`src/rtl/matrix_vector_streaming.sv`:
```
// Streaming matrix-vector multiplier.
// A DIM x DIM weight matrix is loaded row-major, then each incoming vector is
// multiplied against it one MAC per cycle, and one result per row is emitted
// on a valid/ready stream. Weights persist across vectors until a reload is
// requested with io_reload.
module matrix_vector_streaming #(
  parameter int DIM       = 4,
  parameter int IN_WIDTH  = 4,
  parameter int ACC_WIDTH = 32,
  parameter int SIGNED    = 0
) (
  input  logic                 clock,
  input  logic                 reset,
  input  logic                 io_weight_in_valid,
  output logic                 io_weight_in_ready,
  input  logic [IN_WIDTH-1:0]  io_weight_in_bits,
  input  logic                 io_value_in_valid,
  output logic                 io_value_in_ready,
  input  logic [IN_WIDTH-1:0]  io_value_in_bits,
  output logic                 io_value_out_valid,
  input  logic                 io_value_out_ready,
  output logic [ACC_WIDTH-1:0] io_value_out_bits,
  input  logic                 io_reload,
  output logic                 io_busy
);

  localparam int KW   = (DIM * DIM > 1) ? $clog2(DIM * DIM) : 1;
  localparam int IDXW = (DIM > 1) ? $clog2(DIM) : 1;
  localparam int PW   = 2 * IN_WIDTH;

  localparam logic [KW-1:0]   K_LAST   = KW'(DIM * DIM - 1);
  localparam logic [IDXW-1:0] IDX_LAST = IDXW'(DIM - 1);

  typedef enum logic [1:0] {
    LOAD_W,
    LOAD_V,
    COMPUTE,
    EMIT
  } state_t;

  state_t state, next_state;

  logic [KW-1:0]        k;
  logic [IDXW-1:0]      j;
  logic [IDXW-1:0]      row;
  logic [IDXW-1:0]      col;
  logic [ACC_WIDTH-1:0] acc;
  logic                 reload_flag;

  logic [IN_WIDTH-1:0]  w_mem [DIM*DIM];
  logic [IN_WIDTH-1:0]  v_mem [DIM];

  logic                 w_fire;
  logic                 v_fire;
  logic                 o_fire;
  logic [KW-1:0]        w_addr;
  logic [IN_WIDTH-1:0]  w_rd;
  logic [IN_WIDTH-1:0]  v_rd;
  logic [PW-1:0]        prod_u;
  logic signed [PW-1:0] prod_s;
  logic [ACC_WIDTH-1:0] prod_ext;
  logic [ACC_WIDTH-1:0] acc_sum;

  assign w_fire = io_weight_in_valid & io_weight_in_ready;
  assign v_fire = io_value_in_valid & io_value_in_ready;
  assign o_fire = io_value_out_valid & io_value_out_ready;

  // Operand fetch for the current MAC: W[row][col] and V[col].
  assign w_addr = KW'(row) * KW'(DIM) + KW'(col);
  assign w_rd   = w_mem[w_addr];
  assign v_rd   = v_mem[col];

  // Full-width product in both interpretations; SIGNED selects which is used.
  assign prod_u = PW'(w_rd) * PW'(v_rd);
  assign prod_s = PW'($signed(w_rd)) * PW'($signed(v_rd));

  // Extend the product to accumulator width (sign- or zero-extension).
  always_comb begin
    // NOTE: every signal written in a combinational block gets a default first,
    // so no path leaves it unassigned and no latch is inferred.
    prod_ext = ACC_WIDTH'(prod_u);
    if (SIGNED != 0) prod_ext = ACC_WIDTH'(prod_s);
  end

  assign acc_sum = acc + prod_ext;

  // State register.
  always_ff @(posedge clock or posedge reset) begin
    // NOTE: sequential state uses non-blocking assignments so every register
    // samples pre-edge values regardless of statement order.
    if (reset) state <= LOAD_W;
    else       state <= next_state;
  end

  // Next-state logic.
  always_comb begin
    next_state = state;
    case (state)
      LOAD_W:  if (w_fire && k == K_LAST) next_state = LOAD_V;
      LOAD_V:  if (v_fire && j == IDX_LAST) next_state = COMPUTE;
      COMPUTE: if (col == IDX_LAST) next_state = EMIT;
      EMIT: begin
        if (o_fire) begin
          if (row != IDX_LAST)  next_state = COMPUTE;
          else if (reload_flag) next_state = LOAD_W;
          else                  next_state = LOAD_V;
        end
      end
      default: next_state = LOAD_W;
    endcase
  end

  // Output decode; everything is held low while reset is asserted.
  always_comb begin
    io_weight_in_ready = 1'b0;
    io_value_in_ready  = 1'b0;
    io_value_out_valid = 1'b0;
    io_busy            = 1'b0;
    if (!reset) begin
      io_weight_in_ready = (state == LOAD_W);
      io_value_in_ready  = (state == LOAD_V);
      io_value_out_valid = (state == EMIT);
      io_busy            = (state == COMPUTE) || (state == EMIT);
    end
  end

  // Weight and vector storage, written only on accepted transfers.
  always_ff @(posedge clock) begin
    // NOTE: the storage arrays have no reset; the counters alone decide which
    // entries are valid, so stale contents are never used.
    if (w_fire) w_mem[k] <= io_weight_in_bits;
    if (v_fire) v_mem[j] <= io_value_in_bits;
  end

  // Counters, accumulator, result register and sticky reload flag.
  always_ff @(posedge clock or posedge reset) begin
    if (reset) begin
      k                 <= '0;
      j                 <= '0;
      row               <= '0;
      col               <= '0;
      acc               <= '0;
      io_value_out_bits <= '0;
      reload_flag       <= 1'b0;
    end else begin
      if (state != LOAD_W && next_state == LOAD_W) reload_flag <= 1'b0;
      else if (io_reload && state != LOAD_W)       reload_flag <= 1'b1;

      case (state)
        LOAD_W: begin
          if (w_fire) k <= (k == K_LAST) ? '0 : k + KW'(1);
        end
        LOAD_V: begin
          if (v_fire) begin
            if (j == IDX_LAST) begin
              j   <= '0;
              row <= '0;
              col <= '0;
              acc <= '0;
            end else begin
              j <= j + IDXW'(1);
            end
          end
        end
        COMPUTE: begin
          if (col == IDX_LAST) begin
            io_value_out_bits <= acc_sum;
          end else begin
            acc <= acc_sum;
            col <= col + IDXW'(1);
          end
        end
        EMIT: begin
          if (o_fire) begin
            col <= '0;
            acc <= '0;
            if (row != IDX_LAST) begin
              row <= row + IDXW'(1);
            end else begin
              row <= '0;
              j   <= '0;
            end
          end
        end
        default: ;
      endcase
    end
  end

endmodule

```
`config.mk`:
```
export PLATFORM = sky130hd
export DESIGN_NAME = matrix_vector_streaming
export DESIGN_NICKNAME = d
export VERILOG_FILES = /design/src/rtl/matrix_vector_streaming.sv
export SDC_FILE = /design/constraint.sdc
export NUM_CORES = 1
export LEC_CHECK = 0
export CAP_MARGIN = 20
export CORE_MARGIN = 10
export CORE_UTILIZATION = 50
export DETAILED_ROUTE_END_ITERATION = 8
export PLACE_DENSITY = 0.69
export SKIP_CTS_REPAIR_TIMING = 1
export SKIP_LAST_GASP = 1
export SLEW_MARGIN = 10
export SYNTH_ARGS = -nofsm -noshare
export SYNTH_HDL_FRONTEND = slang
export SYNTH_SLANG_ARGS = --single-unit
```
`constraint.sdc`:
```
create_clock -name clock -period 8.4 [get_ports clock]
set_input_delay 0.84 -clock clock [delete_from_list [all_inputs] [get_ports clock]]
set_output_delay 0.84 -clock clock [all_outputs]
set_load 0.1 [all_outputs]
```
==> results.py <==
metrics = {
    "status": {
        "status": "finished, final reports clean",
    },
    "synth": {
        "yosys_register_bits": 157,
        "synth_cell_type_count": 63,
        "synth.mux.area_fraction_pct": 7.20,
        "synthDominantAreaCellType": "edfxtp_1",
        "syn-num-nets": 721,
        "synth-simple-area-share_pct": 14.5,
        "netlist_top_cells_area": "edfxtp_1, dfrtp_1, mux4_2",
        "synthFlopType": "edfxtp_1",
        "synth_sequential_area_ratio_pct": 54.5,
        "synthesis.instances": 670,
        "yosys_warnings": 0,
        "synth-edff-count": 80,
        "synth-xor-area-share_pct": 1.43,
        "synth.cell_area_um2": 7940,
        "synth_async_sr_flop_share_pct": 49.0,
        "top_area_cell_type_share_of_the_netlist_area_pct": 30.2,
        "synthAdderAreaFrac_pct": 6.68,
        "average_footprint_of_a_synthesized_cell_um2": 11.9,
        "synth_top_family_by_area": "simple AND/OR/NAND/NOR gates",
        "synth_compound_area_share_pct": 12.3,
    },
    "setup_path": {
        "timing.critical_path.to_type": "flip-flop",
        "cp_max_fo": 19,
        "kind_of_launch_point_of_the_worst_setup_path": "flip-flop",
        "timing.critical_path.arrival_ns": 6.03,
        "critical_path_required_ns": 8.75,
        "r2r-end": "io_value_out_bits[25]$_DFFE_PP0P_",
        "ff_to_ff_start": "col[0]$_DFFE_PP0P_",
        "critPathSlowestCell": "mux4_2",
        "crit_type": "flip-flop to flip-flop",
        "cp_cell_sequence": "buf_4 > mux4_2 > mux4_2 > nand2_1 > fa_1 > fa_1 > fa_1 > inv_1 > ha_1 > and2b_4 > o2111ai_4 > a311o_1 > or4_1 > a31oi_1",
        "ff2ff_setup_slack_ns": 2.71,
        "path_delay_family": "adder cells",
        "rr_worst_depth": 14,
        "worst-path-buf-inv": 2,
        "timing.critical_path.mode_cell": "fa_1",
        "worst_path_largest_cell_delay_ns": 0.55,
    },
    "timing": {
        "timing.setup.tns_ns": 0,
        "fin_crit_sh_pct": 67.7,
        "maxSlewHeadroom_pct": 32.8,
        "timing_hold_violations_final": 0,
        "finClkSkew_ns": 0.00891,
        "timing_worst_slew_pin_value_ns": 0.996,
        "layout_min_cycle_time_ns": 5.69,
        "report.final.setup_viol": 0,
        "setup_repair_after_global_routing_missed_its_margin": "false",
        "max_freq_ghz": 0.176,
        "final-max-slew-violation-count": 0,
    },
    "cells_and_area": {
        "final-seq-area_um2": 4330,
        "flow.area_growth_from_synthesis_pct": 15.3,
        "multi_input_area_um2": 3350,
        "num_antenna_cells": 0,
        "layout-drive-gt1-share_pct": 9.70,
        "layout.nets": 760,
        "filler_cell_count": 1282,
    },
    "clock_network": {
        "clk_pin_slew_ns": 0.06,
        "cts.root.buffer_cell": "clkbuf_16",
        "htree_levels": 4,
        "tritoncts.num_buffers": 17,
        "cts_tree": "yes",
        "clock-sinks": 157,
        "cts_max_path_buffers": 2,
        "clk-insertion-delay-late_ns": 0.43,
    },
    "die": {
        "die_w_um": 146,
        "design.core.area_um2": 15700,
        "start_util_pct": 50.6,
        "die_y_um": 146,
        "num_io_pins": 50,
        "floorplan.rows": 46,
        "die_area_um2": 21300,
    },
    "placement": {
        "count_of_input_and_output_buffers": 49,
        "hpwlAfterDp_um": 12500,
        "final_estimated_routing_congestion_in_global_placement": 0.844,
    },
    "route": {
        "vias_cell": 5.84,
        "detailedRoute.firstPassIterationCount": 8,
        "route.final.wire_length_um": 17900,
        "wire_per_inst_um": 19.0,
        "post-route-drc-count": 0,
        "postRouteAntennaNets": 0,
        "drtIter0Drc": 606,
        "total_number_of_vias": 5479,
    },
    "grt": {
        "vias_in_the_first_global_route": 5467,
        "globalRoute.totalOverflow": 0,
        "largest_net_degree_at_the_start_of_global_routing": 79,
        "grtUsageTotal_pct": 17.2,
        "antenna_found_initial": 0,
        "wire_length_of_the_first_global_routing_pass_um": 29800,
    },
    "worst_hold_path": {
        "hold_path_startpoint": "io_value_out_bits[26]$_DFFE_PP0P_",
        "whs_endpoint": "io_value_out_bits[26]$_DFFE_PP0P_",
        "worstHoldPathType": "flip-flop to flip-flop",
        "min_delay_path_depth": 2,
    },
    "run": {
        "drv.max_cap_violation_count": 0,
    },
}
-- state kept, by name (all words and copies together), names as in the netlist --
signal	flops
col	2
v_mem	16
w_mem	64
j	2
reload_flag	1
row	2
k	4
io_value_out_bits	32
state	2
acc	32
-- cell type report --
cell class	count	share of cell area, %
timing repair buffer	56	6.15
multi-input combinational	447	36.6
clock inverter	13	1.09
clock buffer	19	4.73
sequential	157	47.3
inverter	30	1.24
tap	216	2.95
-- worst max path at each step --
stage	from	endpoint	slack, ns	cells past startpoint
2_1_floorplan	col[0]$_DFFE_PP0P_	io_value_out_bits[25]$_DFFE_PP0P_	3.19	15
3_3_place_gp	col[0]$_DFFE_PP0P_	io_value_out_bits[25]$_DFFE_PP0P_	2.84	14
3_5_place_dp	col[0]$_DFFE_PP0P_	io_value_out_bits[25]$_DFFE_PP0P_	2.70	14
4_1_cts	col[0]$_DFFE_PP0P_	io_value_out_bits[25]$_DFFE_PP0P_	2.69	14
5_1_grt	col[0]$_DFFE_PP0P_	io_value_out_bits[16]$_DFFE_PP0P_	2.35	13
6_report	col[0]$_DFFE_PP0P_	io_value_out_bits[25]$_DFFE_PP0P_	2.71	14
-- Yosys cell counts, types with 7 or more instances --
library cell and instances:
edfxtp_1 80, a21oi_1 17, inv_1 30, a21o_1 8
nand2_1 73, ha_1 28, o211ai_1 8, nor2_1 26
or4_1 10, or3_1 10, mux4_2 24, xnor2_1 8
fa_1 9, nand3_1 29, and3_1 7, a31oi_1 29
and2_1 30, clkbuf_1 26, dfrtp_1 77, o21ai_0 47
-- cells by family (layout without fill, tap and decap cells) --
family                     Yosys count  count (layout)
AOI/OAI and AO/OA                  148             148
xor gates and xnor gates            13              13
muxes                               27              27
DFF                                157             157
buffers and inverters               66             118
adders and majority gates           37              37
and+or+nand+nor                    222             222
-- through the flow --
stage                     instances  worst slack (ns)  utilization [%]  hold slack [ns]  cell area, um^2
final                           938              2.71             58.3            0.476             9160
after detailed placement        905              2.70             54.7            0.471             8600
after CTS                       937              2.69             58.1            0.484             9130
after floorplan                 670              3.19                -            0.468             7940
after global routing            938              2.35             58.3            0.514             9160
after global placement          905              2.84             54.7            0.462             8600
-- worst reg2reg max path, delay by kind of cell (launching register included) --
kind | cells | cell delay (ns)
buffers and inverters | 2 | 0.42
AOI/OAI and AO/OA | 3 | 0.89
adders and majority gates | 4 | 1.84
DFF | 1 | 0.50
and+or+nand+nor | 3 | 0.88
muxes | 2 | 1.08
-- layout by cell type, fill, tap and decap left out, types with 9 or more instances in the layout --
cell type / netlist / final
fa_1: 9 / 9
nand2_1: 73 / 73
o21ai_0: 47 / 47
clkdlybuf4s50_1: 0 / 49
inv_1: 30 / 29
dfrtp_1: 77 / 77
ha_1: 28 / 28
edfxtp_1: 80 / 80
clkbuf_16: 0 / 17
nand3_1: 29 / 29
a21oi_1: 17 / 17
mux4_2: 24 / 24
or4_1: 10 / 10
a31oi_1: 29 / 29
and2_1: 30 / 30
or3_1: 10 / 10
nor2_1: 26 / 26
-- layer usage --
layer	routed length (um)	up-vias	track usage, %
met5	0	-	0
li1	-	2584	-
met3	950	21	4.33
met2	8540	158	27.0
met4	250	0	5.66
met1	8110	2716	22.9
Power is not shown: default switching activity piles up to over one toggle a cycle in this logic, so the estimate is an artifact.
